`config.mk`:
```
export PLATFORM = sky130hd
export DESIGN_NAME = fir_mem_arbiter
export DESIGN_NICKNAME = d
export VERILOG_FILES = /design/src/rtl/fir_mem_arbiter.sv
export SDC_FILE = /design/constraint.sdc
export NUM_CORES = 1
export LEC_CHECK = 0
export BUFFER_PORTS_ARGS = -buffer_cell sky130_fd_sc_hd__buf_2
export CORE_UTILIZATION = 25
export CTS_BUF_LIST = sky130_fd_sc_hd__clkbuf_2
export DETAILED_ROUTE_END_ITERATION = 16
export GPL_ROUTABILITY_DRIVEN = 0
export PLACE_DENSITY = 0.58
export SLEW_MARGIN = 5
export SYNTH_ARGS = -nofsm -noshare
export SYNTH_HDL_FRONTEND = slang
export SYNTH_SLANG_ARGS = --single-unit
```
`constraint.sdc`:
```
create_clock -name clk -period 2 [get_ports clk]
set_input_delay 0.1 -clock clk [delete_from_list [all_inputs] [get_ports clk]]
set_output_delay 0.1 -clock clk [all_outputs]
set_load 0.01 [all_outputs]
```
`src/rtl/fir_mem_arbiter.sv`:
```
// Round-robin arbiter sharing the single-port FIR sample/result memory between
// the host port and the FIR engine, with burst cap, engine lock and stall counters.
module fir_mem_arbiter #(
    parameter int ADDR_W    = 10,
    parameter int DATA_W    = 8,
    parameter int MAX_BURST = 8,
    parameter int STALL_W   = 16
) (
    input  logic              clk,
    input  logic              rst,
    input  logic              h_req,
    input  logic              h_we,
    input  logic [ADDR_W-1:0] h_addr,
    input  logic [DATA_W-1:0] h_wdata,
    output logic              h_gnt,
    output logic [DATA_W-1:0] h_rdata,
    output logic              h_rvalid,
    input  logic              e_req,
    input  logic              e_we,
    input  logic              e_lock,
    input  logic [ADDR_W-1:0] e_addr,
    input  logic [DATA_W-1:0] e_wdata,
    output logic              e_gnt,
    output logic [DATA_W-1:0] e_rdata,
    output logic              e_rvalid,
    output logic              mem_en,
    output logic              mem_we,
    output logic [ADDR_W-1:0] mem_addr,
    output logic [DATA_W-1:0] mem_wdata,
    input  logic [DATA_W-1:0] mem_rdata,
    output logic [STALL_W-1:0] h_stall_cnt,
    output logic [STALL_W-1:0] e_stall_cnt
);
    localparam int CNT_W = $clog2(MAX_BURST + 2);
    localparam logic [CNT_W-1:0] CAP = CNT_W'(MAX_BURST);

    typedef enum logic [1:0] {S_IDLE, S_HOST, S_ENG} state_t;

    state_t             r_state, w_state_nxt;
    logic               r_last_eng, w_last_eng_nxt;
    logic [CNT_W-1:0]   r_burst, w_burst_nxt;
    logic [CNT_W-1:0]   w_cnt_base, w_cnt_inc;
    logic               r_rd_pend, r_rd_tag_eng;
    logic [DATA_W-1:0]  r_h_rdata, r_e_rdata;
    logic [STALL_W-1:0] r_h_stall, r_e_stall;
    logic               w_h_gnt, w_e_gnt, w_xfer, w_other_req;

    always_comb begin
        w_h_gnt        = 1'b0;
        w_e_gnt        = 1'b0;
        w_state_nxt    = r_state;
        w_burst_nxt    = r_burst;
        w_last_eng_nxt = r_last_eng;
        w_cnt_base     = '0;
        w_cnt_inc      = '0;
        w_other_req    = 1'b0;

        // An owner at or past its cap yields to a waiting requester unless the engine holds lock.
        case (r_state)
            S_IDLE: begin
                if (h_req && e_req) begin
                    w_h_gnt = r_last_eng;
                    w_e_gnt = !r_last_eng;
                end else begin
                    w_h_gnt = h_req;
                    w_e_gnt = e_req;
                end
            end
            S_HOST: begin
                if (h_req && !(r_burst >= CAP && e_req)) w_h_gnt = 1'b1;
                else if (e_req)                          w_e_gnt = 1'b1;
            end
            S_ENG: begin
                if (e_req && !(r_burst >= CAP && h_req && !e_lock)) w_e_gnt = 1'b1;
                else if (h_req)                                     w_h_gnt = 1'b1;
            end
            default: ;
        endcase

        if (rst) begin
            w_h_gnt = 1'b0;
            w_e_gnt = 1'b0;
        end

        if (w_h_gnt || w_e_gnt) begin
            if ((w_h_gnt && r_state == S_HOST) || (w_e_gnt && r_state == S_ENG))
                w_cnt_base = r_burst;
            else if (r_state != S_IDLE)
                w_last_eng_nxt = (r_state == S_ENG);
            w_cnt_inc   = w_cnt_base + CNT_W'(1);
            w_other_req = w_h_gnt ? e_req : h_req;
            w_state_nxt = w_h_gnt ? S_HOST : S_ENG;
            if (w_e_gnt && e_lock) begin
                w_burst_nxt = (w_cnt_inc >= CAP) ? CAP : w_cnt_inc;
            end else if (w_cnt_inc >= CAP) begin
                w_burst_nxt = '0;
                if (w_other_req) begin
                    w_state_nxt    = w_h_gnt ? S_ENG : S_HOST;
                    w_last_eng_nxt = w_e_gnt;
                end
            end else begin
                w_burst_nxt = w_cnt_inc;
            end
        end else begin
            w_state_nxt = S_IDLE;
            w_burst_nxt = '0;
            if (r_state != S_IDLE) w_last_eng_nxt = (r_state == S_ENG);
        end
    end

    assign h_gnt     = w_h_gnt;
    assign e_gnt     = w_e_gnt;
    assign w_xfer    = w_h_gnt | w_e_gnt;
    assign mem_en    = w_xfer;
    assign mem_we    = w_h_gnt ? h_we    : (w_e_gnt ? e_we    : 1'b0);
    assign mem_addr  = w_h_gnt ? h_addr  : (w_e_gnt ? e_addr  : '0);
    assign mem_wdata = w_h_gnt ? h_wdata : (w_e_gnt ? e_wdata : '0);

    assign h_rvalid    = r_rd_pend && !r_rd_tag_eng && !rst;
    assign e_rvalid    = r_rd_pend &&  r_rd_tag_eng && !rst;
    assign h_rdata     = h_rvalid ? mem_rdata : r_h_rdata;
    assign e_rdata     = e_rvalid ? mem_rdata : r_e_rdata;
    assign h_stall_cnt = r_h_stall;
    assign e_stall_cnt = r_e_stall;

    always_ff @(posedge clk) begin
        if (rst) begin
            r_state      <= S_IDLE;
            r_last_eng   <= 1'b0;
            r_burst      <= '0;
            r_rd_pend    <= 1'b0;
            r_rd_tag_eng <= 1'b0;
            r_h_rdata    <= '0;
            r_e_rdata    <= '0;
            r_h_stall    <= '0;
            r_e_stall    <= '0;
        end else begin
            r_state      <= w_state_nxt;
            r_last_eng   <= w_last_eng_nxt;
            r_burst      <= w_burst_nxt;
            r_rd_pend    <= w_xfer && !mem_we;
            r_rd_tag_eng <= w_e_gnt;
            if (h_rvalid) r_h_rdata <= mem_rdata;
            if (e_rvalid) r_e_rdata <= mem_rdata;
            if (h_req && !w_h_gnt && r_h_stall != '1) r_h_stall <= r_h_stall + STALL_W'(1);
            if (e_req && !w_e_gnt && r_e_stall != '1) r_e_stall <= r_e_stall + STALL_W'(1);
        end
    end
endmodule

```
# --- Word level (Yosys, flattened, before mapping) ---
# Cells that the tools add are included.
op_classes:
  muxes: 37
  bitwise: 2
  reduce_logical: 32
  addsub: 3
  n_eq_ne: 4
  magnitude_cmp: 2
ops:
  columns: ["operator", "count"]
  rows:
  - ["16-bit by 1-bit adder with 16-bit output (second input constant)", 2]
  - ["8-bit two-way mux", 4]
  - ["16-bit inequality test (second input constant)", 2]
  - ["10-bit two-way mux", 2]
  - ["4-bit two-way mux", 5]
  - ["1-bit two-way mux", 19]
  - ["1-bit logical AND", 18]
  - ["2-bit two-way mux", 5]
  - ["1-bit logical NOT", 9]
  - ["4-bit greater-or-equal comparator (second input constant)", 2]
  - ["1-bit one-hot mux with 3 select lines", 2]
  - ["4-bit by 1-bit adder with 4-bit output (second input constant)", 1]
  - ["2-bit by 1-bit == test with 1-bit output (second input constant)", 1]
  - ["2-bit == test (second input constant)", 1]
  - ["2-bit logical NOT", 1]
  - ["1-bit logical OR", 2]
  - ["2-bit nonzero test", 1]
  - ["2-bit OR reduction", 1]
  - ["1-bit NOT", 1]
  - ["1-bit bitwise OR", 1]
totals:
  elab_cells: 89
  out_inout_bits: 72
  in_bits: 51
  reg_bits: 57

# --- Longest topological paths before layout ---
# Gate-level depths: netlist of the first run.
depth:
  depth_word: 17
  depth_mapped: 8
  depth_no_buf: 6

# --- Worst setup path before layout of the first run ---
# Ideal clock, no wire load.
synth_timing:
  kind: "register to register"
  startpoint: "reg r_e_stall[0] (netlist: e_stall_cnt[0])"
  endpoint: "reg r_e_stall[10] (netlist: e_stall_cnt[10])"
  stages_incl_launch_ff: 7
  required_ns: 1.930
  path_slack_ns: 0.056
  t_arrival_ns: 1.874
  setup_ns: 0.070
  cell_sequence: "dfxtp_1 -> ha_1 -> nand2_1 -> or2_1 -> a211o_4 -> or4_1 -> a21oi_1"
synth_between:
  elab_chain_len: 2
  elab_cells_between_ends: 3
  classes_between: "add/sub (1); eq/ne (1); reduce/logical (1)"
synth_rtl:
  columns: ["element", "line_no", "source"]
  rows:
  - ["start: declaration", "45", "logic [STALL_W-1:0] r_h_stall, r_e_stall;"]
  - ["start signal: assignment", "146", "if (e_req && !w_e_gnt && r_e_stall != '1) r_e_stall <= r_e_stall + STALL_W'(1);"]
  - ["branches (longest 2 deep; another with 16-bit by 1-bit adder with 16-bit output)", null, null]
# Parallel ways; which one is timed is not known.
# A chain may end at the register's enable or synchronous reset.

# --- Worst setup path after layout of the first run ---
layout_timing:
  startpoint: "reg r_state[1]"
  endpoint: "out mem_addr[0]"
layout_between:
  elab_chain_len: 5
  elab_cells_between_ends: 9
  classes_between: "eq/ne (2); mux (6); reduce/logical (1)"
layout_rtl:
  columns: ["element", "line_no", "source"]
  rows:
  - ["start: declaration", "39", "state_t r_state, w_state_nxt;"]
  - ["start signal: assignment", "138", "r_state <= w_state_nxt;"]
  - ["2-bit == test (tied with other cells)", "59", "case (r_state)"]
  - ["1-bit one-hot mux with 3 select lines", "59", null]
  - ["1-bit two-way mux", "80", "if (rst) begin"]
  - ["10-bit two-way mux", "116", "assign mem_addr = w_h_gnt ? h_addr : (w_e_gnt ? e_addr : '0);"]
  - ["10-bit two-way mux (*)", "116", null]
  - ["end: declaration", "28", "output logic [ADDR_W-1:0] mem_addr,"]
# Every way passes the cells marked *; elsewhere a longest branch is shown, timed or not.

==> key figures, run 1 <==
Timing
  • RSZ-0062 raised after global routing: yes
  • Max_slew headroom: 0.7147
  • Max Transition Viols Final: 0
  • Post-layout worst setup margin: -77.98 ps
  • Final hold vios: 0
  • Slew @ Worst Pin: 426.8 ps
  • Final Critical Period: 2078 ps
  • Crit share post-route: 1.039
  • Clk_skew: 22.71 ps
  • Final setup viols: 21
  • Setup TNS: -1280 ps
  • Fmax: 481.2 MHz

Clocking
  • CTS Sinks: 57
  • H-tree Lvls: 3
  • CTS tree: yes
  • Clock latency on the worst-skew pair: 520 ps
  • TritonCTS Buffers: 9
  • CTS Buffer Depth: 2
  • Root Buffer: clkbuf_2
  • Clock transition at path regs: 160 ps

Routing
  • WL final: 9274 µm
  • Drt pass-1 iters: 4
  • DRC: 0
  • Via count: 3316
  • Post-DRT Antenna Nets: 0
  • Routed vias/inst: 4.710
  • WL per Instance: 13.17 µm
  • Drt initial violations: 161

Finish
  • Layout Nets: 588
  • Final core utilization: 0.3755
  • Inserted Diodes: 0
  • Sequential cell area: 1154 µm²
  • Layout area overhead: 46.03%
  • Fillers: 1250
  • Multi-input gate area: 1909 µm²
  • Share of cells above drive strength 1: 0.4086
  • Fin area: 4529 µm²

Critical path
  • Kind of critical path: reg -> out
  • CP Capture Type: output pin
  • Worst Path Arrival: 1980 ps
  • Critical Path Fanout Max: 10
  • CP Launch Type: flop
  • WP data required: 1900 ps

Pwr
  • Total power: 2.178 mW
  • Peak VDD IR: 214.7 µV
  • PD cells: 480.8 nW/µm²
  • Leak pwr: 1.972 nW

Yosys
  • Synthesized flop and latch total: 57
  • Synth top area share: 0.3679
  • Netlist cell types: 54
  • Syn Std Cell Area: 3102 µm²
  • Number of synthesis warnings: 0
  • Main synth FF type: dfxtp_1
  • Mapped Avg Cell Area: 8.406 µm²
  • Post-Syn Nets: 423
  • Most common cell in the synthesized netlist: dfxtp_1
  • Async SR Flop Fraction: 0
  • Synthesized instance count: 369
  • Register area share after synthesis: 0.3679
  • Top cells by count, synth: dfxtp_1 (57), nand2_1 (37), nor2b_1 (27)
  • Area leader, netlist: dfxtp_1
  • Synth top area cells: dfxtp_1 (37%), mux2_2 (6.2%), nor2b_1 (5.4%), a22o_1 (5.4%), nand2_1 (4.5%)
  • EDFF count, synth: 0

Floorplanning
  • # IOs: 123
  • Core area: 12060 µm²
  • Cell row count: 40
  • Die height: 113.4 µm
  • Die Area: 12860 µm²
  • Initial Utilization: 0.2572
  • Chip width: 113.4 µm

Placement
  • Pre-CTS WS: -41.85 ps
  • Port Buf Inserts: 122
  • Post-DP Area: 4020 µm²
  • Post-detail-place hpwl: 6296 µm

Global routing
  • Grt ovf: 0
  • First-pass GRT wire length: 15010 µm
  • Initial antenna violation count: 0
  • Number of global-route vias before repair: 3122
  • Largest net degree at the start of global routing: 39
  • All-layer global routing usage: 0.1474

Status
  • Failing checks: negative setup slack
  • Status: finished with violations

Worst hold path
  • Min-delay worst type: in -> reg

Flow run
  • Max_cap viols: 0
-- worst paths after layout --
kind | cells after the start | from | endpoint | slack (ps)
setup / recovery | 6 | r_state[1]$_SDFF_PP0_ | mem_addr[0] | -80
hold / removal | 3 | rst | r_e_rdata[3]$_SDFF_PP0_ | 80
setup reg to reg | 7 | r_state[1]$_SDFF_PP0_ | r_rd_pend$_SDFF_PP0_ | -30
hold reg to reg | 2 | h_stall_cnt[10]$_SDFFE_PP0P_ | h_stall_cnt[10]$_SDFFE_PP0P_ | 530
-- critical path, stage by stage, from the launching register on --
cell and delay, ps:
dfxtp_4 410, and3b_2 270, o21ai_4 90, a21oi_4 250, buf_6 180, a22o_1 130, buf_2 130
-- cell type report --
class                      count  share of cell area
clock buffer                  11             0.01215
clock inverter                 2            0.001934
inverter                      15             0.01243
multi-input combinational    275              0.4215
sequential                    57              0.2547
tap                          168             0.04641
timing repair buffer         176              0.2508
-- routing by layer --
metal,global-route usage,wire [µm],vias up
li1,-,-,1674
met1,0.1838,4313,1541
met2,0.2327,4303,85
met3,0.05367,482,16
met4,0.05439,174,0
met5,0,0,-
-- report_power, final --
group	switching, mW	internal, mW	leakage, nW
Sequential	0.0178	1.16	0.464
Clock	0.410	0.148	0.0512
Combinational	0.212	0.231	1.46
Total	0.639	1.54	1.97
-- kinds of logic (layout without fill, tap and decap cells) --
| kind of cell | after synthesis | in the layout | synth area share |
|---|---|---|---|
| flip-flops | 57 | 57 | 0.3679 |
| adder cells (fa/ha/maj) | 3 | 3 | 0.01210 |
| AND/OR/NAND/NOR | 167 | 167 | 0.2961 |
| multiplexers | 17 | 17 | 0.06172 |
| XOR/XNOR | 1 | 1 | 0.002824 |
| buffers and inverters | 37 | 204 | 0.05244 |
| AO/OA/AOI/OAI | 87 | 87 | 0.2069 |
-- flip-flops by register name (all words and copies together), names as in the netlist --
name and flops:
r_state 2, h_stall_cnt 16, r_burst 4, r_h_rdata 8, r_rd_tag_eng 1, r_rd_pend 1, e_stall_cnt 16, r_e_rdata 8
r_last_eng 1
-- per-stage QoR --
| step | instances | hold slack (ps) |
|---|---|---|
| after CTS | 701 | 0.4087 |
| after floorplan | 369 | 212.4 |
| after detailed placement | 662 | 394.5 |
| final | 704 | 77.68 |
| after global placement | 662 | 406.6 |
| after global routing | 704 | 17.10 |
-- layout by cell type (no fill, tap or decap), types with 3 or more instances in the layout --
master and instances:
a21oi_1 22, a22o_1 19, and4_1 5, buf_2 116
buf_4 33, buf_6 10, clkbuf_2 11, dfxtp_1 53
dfxtp_4 3, dlygate4sd3_1 14, ha_1 3, inv_1 14
mux2_2 12, mux2_4 5, nand2_1 36, nand3_1 15
nand3b_1 3, nand4_1 4, nor2_1 25, nor2b_1 27
nor3_1 8, nor3b_1 3, o21ai_0 9, o31ai_1 13
or3_1 9, or4_1 12
-- what timing repair did --
item / CTS / global route
gates cloned: 2 / 1
hold buffers: 14 / 0
pin swaps: 16 / 4
hold endpoints to repair: 25 / 0
buffers inserted: 11 / 2
setup endpoints to repair: 25 / 37
resized for setup: 27 / 24
Power figures use the tool's default switching activity.
==> inputs of run 2 (changes only) <==
CORE_ASPECT_RATIO = 0.5   (was unset)
==> run 2 against run 1 <==
Compared with the run above:
- the run still ends with negative setup slack left
- via count rose by 1.4%
- worst setup slack better by 38 ps
- die area up 0.21%
- global-route usage fell by 1.7 points
- clock skew is 17 ps higher
- combinational power down 4%
- total power increased by 8.0%
- first-iteration DRC count decreased by 19%
- largest power group unchanged
==> key figures, run 2 (same netlist as run 1, synthesis figures left out) <==
Timing
  • Setup TNS: -114.3 ps (was -1280 ps)
  • Final Critical Period: 2040 ps (was 2078 ps)
  • RSZ-0062 raised after global routing: yes (unchanged)
  • Slew @ Worst Pin: 421.3 ps (was 426.8 ps)
  • Final setup viols: 11 (was 21)
  • Crit share post-route: 1.020 (was 1.039)
  • Post-layout worst setup margin: -39.64 ps (was -77.98 ps)
  • Hold Worst Slack: 95.08 ps (was 77.68 ps)
  • Clk_skew: 39.82 ps (was 22.71 ps)
  • Max Transition Viols Final: 0 (unchanged)
  • Fmax: 490.3 MHz (was 481.2 MHz)
  • Max_slew headroom: 0.7184 (was 0.7147)
  • Final hold vios: 0 (unchanged)

Worst hold path
  • Min-delay worst type: in -> reg (unchanged)
  • Hold_sp: rst (unchanged)
  • WHS Path Cells: 5 (was 3)

Finish
  • Share of cells above drive strength 1: 0.4077 (was 0.4086)
  • Final core utilization: 0.3774 (was 0.3755)
  • Fin area: 4508 µm² (was 4529 µm²)
  • Layout area overhead: 45.34% (was 46.03%)
  • Inserted Diodes: 0 (unchanged)
  • Layout Nets: 591 (was 588)
  • Non-Filler Instances: 707 (was 704)
  • Most frequent cells in the layout: buf_2 (122), dfxtp_1 (52), buf_4 (37) (was buf_2 (116), dfxtp_1 (53), nand2_1 (36))
  • Most common cell after layout, fill and taps aside: buf_2 (unchanged)

Clocking
  • Clock latency on the worst-skew pair: 520 ps (about the same)
  • CTS Buffer Depth: 2 (unchanged)
  • CTS Sinks: 57 (unchanged)
  • TritonCTS Buffers: 9 (unchanged)
  • H-tree Lvls: 3 (unchanged)
  • Root Buffer: clkbuf_2 (unchanged)
  • Clock transition at path regs: 150 ps (was 160 ps)
  • CTS tree: yes (unchanged)

Critical path
  • CP Capture Type: output pin (unchanged)
  • Kind of critical path: reg -> out (unchanged)
  • CP cell instances: and3b_1 -> o21ai_2 -> and2_4 -> buf_8 -> a22o_1 -> buf_2 (was and3b_2 -> o21ai_4 -> a21oi_4 -> buf_6 -> a22o_1 -> buf_2)
  • Max incr delay on CP: 390 ps (was 410 ps)
  • Crit path max-delay cell type: dfxtp_4 (unchanged)
  • Critical R2R Launch: r_state[1]$_SDFF_PP0_ (unchanged)
  • Critical path depth: 6 (unchanged)
  • R2R depth: 7 (unchanged)
  • Worst path top cell family by delay: simple AND/OR/NAND/NOR gates (was compound AO/OA/AOI/OAI gates)
  • Crit path from: r_state[1]$_SDFF_PP0_ (unchanged)
  • CP Launch Type: flop (unchanged)
  • Critical Path Fanout Max: 12 (was 10)
  • WP data required: 1900 ps (about the same)
  • Worst Path Arrival: 1940 ps (was 1980 ps)
  • Worst Path Buf+Inv: 2 (unchanged)

Placement
  • Port Buf Inserts: 122 (unchanged)
  • Post-detail-place hpwl: 6234 µm (was 6296 µm)
  • Placed Cells: 669 (was 662)
  • Pre-CTS WS: 124.6 ps (was -41.85 ps)
  • Post-DP Area: 4091 µm² (was 4020 µm²)

Routing
  • Drt initial violations: 130 (was 161)
  • Post-DRT Antenna Nets: 0 (unchanged)
  • Drt pass-1 iters: 4 (unchanged)
  • WL final: 8927 µm (was 9274 µm)
  • WL per Instance: 12.63 µm (was 13.17 µm)
  • Routed vias/inst: 4.758 (was 4.710)
  • DRC: 0 (unchanged)
  • Via count: 3364 (was 3316)

Floorplanning
  • Cell row count: 28 (was 40)
  • Die Area: 12880 µm² (was 12860 µm²)
  • # IOs: 123 (unchanged)
  • Chip width: 159.5 µm (was 113.4 µm)
  • Initial Utilization: 0.2596 (was 0.2572)
  • Die height: 80.76 µm (was 113.4 µm)
  • Core area: 11950 µm² (was 12060 µm²)

Status
  • Failing checks: negative setup slack (unchanged)
  • Status: finished with violations (unchanged)

Global routing
  • Number of global-route vias before repair: 2946 (was 3122)
  • First-pass GRT wire length: 13580 µm (was 15010 µm)
  • Grt ovf: 0 (unchanged)
  • All-layer global routing usage: 0.1308 (was 0.1474)
  • Largest net degree at the start of global routing: 37 (was 39)
  • Initial antenna violation count: 0 (unchanged)

Pwr
  • Leak pwr: 1.989 nW (was 1.972 nW)
  • Peak VDD IR: 221.1 µV (was 214.7 µV)
  • Total power: 2.351 mW (was 2.178 mW)
  • PD cells: 521.5 nW/µm² (was 480.8 nW/µm²)

Flow run
  • Max_cap viols: 0 (unchanged)
==> run 2: cell types whose count changed in the layout (fill, tap and decap cells not counted), moves of 2 or more <==
cell / delta
buf_2: +6
a21oi_1: -2
buf_4: +4
buf_6: -7
dfxtp_2: +2
a21oi_2: +3
o21ai_4: -2
==> run 2: final cells by class <==
type / count / area, µm²
Clock buffer: 10 / 50.05
Sequential cell: 57 / 1152
Clock inverter: 6 / 58.81
Fill cell: 1236 / 7438
Multi-Input combinational cell: 275 / 1867
Tap cell: 165 / 206.4
Inverter: 15 / 56.30
Timing Repair Buffer: 179 / 1117
==> run 2: worst paths after layout <==
path / endpoint / slack [ps]
max reg2reg: e_stall_cnt[9]$_SDFFE_PP0P_ / 40
min reg2reg: e_stall_cnt[4]$_SDFFE_PP0P_ / 520
max: mem_we / -40
min: r_last_eng$_SDFF_PP0_ / 100
==> run 2: worst register-to-register path, stage by stage (launching register included) <==
cell,delay [ps]
dfxtp_4,390
nand2b_4,140
o211a_4,260
and2_4,180
buf_4,140
buf_4,130
or4_1,520
a21oi_2,160
==> run 2: layer usage <==
| metal | GRT usage | share of wire | wire length (µm) | vias to the layer above |
|---|---|---|---|---|
| met5 | 0 | 0 | 0 | - |
| li1 | - | - | - | 1686 |
| met4 | 0.03077 | 0.0083 | 74 | 0 |
| met1 | 0.1526 | 0.45 | 4050 | 1604 |
| met2 | 0.2341 | 0.50 | 4420 | 68 |
| met3 | 0.04494 | 0.043 | 382 | 6 |
==> run 2: power by group <==
group	leakage, nW	internal (mW)	switching (mW)	total, mW
combinational	1.46	0.225	0.203	0.427
sequential	0.464	1.16	0.0169	1.18
clock	0.0670	0.286	0.460	0.746
total	1.99	1.67	0.680	2.35
==> run 2: repair_timing <==
action / in CTS / in global routing
cloned: 0 / 1
setup buffers: 6 / 1
endpoints found under the setup margin: 22 / 35
gates resized for setup: 15 / 19
hold endpoints to repair: 25 / 1
hold buffers: 13 / 1
==> inputs of run 3 (changes only) <==
==> constraint.sdc (replaced) <==
create_clock -name clk -period 2 [get_ports clk]
set_input_delay 0.3 -clock clk [delete_from_list [all_inputs] [get_ports clk]]
set_output_delay 0.3 -clock clk [all_outputs]
set_load 0.01 [all_outputs]
==> run 3 against run 2 <==
Compared with the run above:
- the run still ends with negative setup slack left
- non-clock buffer count decreased by 5
- critical endpoint is now mem_addr[0]
- worst setup slack worse by 170 ps
- first-iteration DRC count fell by 9.2%
==> key figures, run 3 (same netlist as run 1, synthesis figures left out) <==
Worst hold path
  • Min-delay worst type: in -> reg (unchanged)
  • Hold_sp: mem_rdata[4] (was rst)

Global routing
  • Number of global-route vias before repair: 2936 (was 2946)
  • All-layer global routing usage: 0.1333 (was 0.1308)
  • Largest net degree at the start of global routing: 31 (was 37)
  • Initial antenna violation count: 0 (unchanged)
  • Grt ovf: 0 (unchanged)
  • First-pass GRT wire length: 13830 µm (was 13580 µm)

Routing
  • Via count: 3289 (was 3364)
  • WL final: 9166 µm (was 8927 µm)
  • Drt initial violations: 118 (was 130)
  • Routed vias/inst: 4.679 (was 4.758)
  • DRC: 0 (unchanged)
  • Drt pass-1 iters: 4 (unchanged)
  • Post-DRT Antenna Nets: 0 (unchanged)
  • WL per Instance: 13.04 µm (was 12.63 µm)

Critical path
  • Kind of critical path: reg -> out (unchanged)
  • Max incr delay on CP: 390 ps (about the same)
  • CP cell instances: nand2b_4 -> o211a_4 -> and2_4 -> buf_12 -> a22o_1 -> buf_2 (was and3b_1 -> o21ai_2 -> and2_4 -> buf_8 -> a22o_1 -> buf_2)
  • CP Launch Type: flop (unchanged)
  • Critical R2R Launch: r_state[1]$_SDFF_PP0_ (unchanged)
  • Worst Path Buf+Inv: 2 (unchanged)
  • CP Capture Type: output pin (unchanged)
  • WP data required: 1700 ps (was 1900 ps)
  • Worst Path Arrival: 1910 ps (was 1940 ps)
  • Crit path max-delay cell type: dfxtp_4 (unchanged)
  • Critical Path Fanout Max: 21 (was 12)
  • Worst path top cell family by delay: compound AO/OA/AOI/OAI gates (was simple AND/OR/NAND/NOR gates)
  • Crit path from: r_state[1]$_SDFF_PP0_ (unchanged)

Finish
  • Layout Nets: 587 (was 591)
  • Inserted Diodes: 0 (unchanged)
  • Layout area overhead: 50.18% (was 45.34%)
  • Most common cell after layout, fill and taps aside: buf_2 (unchanged)
  • Most frequent cells in the layout: buf_2 (113), dfxtp_1 (51), buf_4 (41) (was buf_2 (122), dfxtp_1 (52), buf_4 (37))
  • Share of cells above drive strength 1: 0.4647 (was 0.4077)
  • Final core utilization: 0.3899 (was 0.3774)

Timing
  • Max_slew headroom: 0.7160 (was 0.7184)
  • Crit share post-route: 1.104 (was 1.020)
  • Final hold vios: 0 (unchanged)
  • Hold Worst Slack: 112.5 ps (was 95.08 ps)
  • Slew @ Worst Pin: 424.5 ps (was 421.3 ps)
  • Max Transition Viols Final: 0 (unchanged)
  • Fmax: 453.0 MHz (was 490.3 MHz)
  • Post-layout worst setup margin: -207.3 ps (was -39.64 ps)
  • Setup TNS: -4137 ps (was -114.3 ps)
  • Clk_skew: 21.86 ps (was 39.82 ps)
  • Final Critical Period: 2207 ps (was 2040 ps)
  • RSZ-0062 raised after global routing: yes (unchanged)
  • Final setup viols: 32 (was 11)

Clocking
  • CTS tree: yes (unchanged)
  • H-tree Lvls: 3 (unchanged)
  • Clock latency on the worst-skew pair: 510 ps (was 520 ps)
  • Clock transition at path regs: 190 ps (was 150 ps)
  • Root Buffer: clkbuf_2 (unchanged)
  • TritonCTS Buffers: 9 (unchanged)
  • CTS Sinks: 57 (unchanged)
  • CTS Buffer Depth: 2 (unchanged)

Floorplanning
  • Die Area: 12880 µm² (unchanged)
  • Cell row count: 28 (unchanged)
  • Die height: 80.76 µm (unchanged)
  • Core area: 11950 µm² (unchanged)
  • # IOs: 123 (unchanged)
  • Chip width: 159.5 µm (unchanged)
  • Initial Utilization: 0.2596 (unchanged)

Status
  • Failing checks: negative setup slack (unchanged)
  • Status: finished with violations (unchanged)

Pwr
  • Peak VDD IR: 276.1 µV (was 221.1 µV)
  • Leak pwr: 2.035 nW (was 1.989 nW)
  • PD cells: 535.3 nW/µm² (was 521.5 nW/µm²)

Flow run
  • Max_cap viols: 0 (unchanged)

Placement
  • Pre-CTS WS: 38.56 ps (was 124.6 ps)
  • Port Buf Inserts: 122 (unchanged)
  • Post-detail-place hpwl: 6276 µm (was 6234 µm)
-- run 3: timing repair --
action,4_1_cts,5_1_grt
pin swaps,5,26
hold buffers,0,0
setup buffers,4,4
endpoints found under the setup margin,30,45
cloned,2,1
resized for setup,41,33
-- run 3: worst min-delay path, stage by stage --
cell	delay, ps
buf_2	90
nand2_1	40
nand2_1	60
nor2b_1	120
-- run 3: cell type report --
class | instances | area [µm²]
clock inverter | 6 | 82.58
multi-input combinational | 275 | 1976
timing repair inverter | 1 | 7.507
timing repair buffer | 174 | 1125
inverter | 15 | 60.06
tap | 165 | 206.4
clock buffer | 10 | 50.05
fill | 1236 | 7288
sequential | 57 | 1151
-- run 3: power breakdown --
part	internal (mW)	switching [mW]	total (mW)
logic	0.240	0.217	0.458
clock network	0.413	0.445	0.858
registers	1.16	0.0167	1.18
-- run 3: stage by stage --
stage,total power [mW],cell area [µm²],cells
after CTS,2.521,4534,700
after floorplan,1.402,3102,369
after global routing,2.622,4658,703
after detailed placement,1.586,4184,678
final,2.494,4658,703
after global placement,1.584,4184,678
-- run 3: routing by layer --
layer	vias to the layer above	global-route usage	part of all wire
met2	65	0.2253	0.49
met4	0	0.04423	0.0087
met5	-	0	0
met1	1548	0.1646	0.46
li1	1668	-	-
met3	8	0.03933	0.035
-- run 3: final timing paths --
kind	to	slack, ps	depth (start not counted)
max	mem_addr[0]	-210	6
min	r_e_rdata[4]$_SDFF_PP0_	110	4
max reg2reg	e_stall_cnt[8]$_SDFFE_PP0P_	-50	7
min reg2reg	h_stall_cnt[10]$_SDFFE_PP0P_	520	2
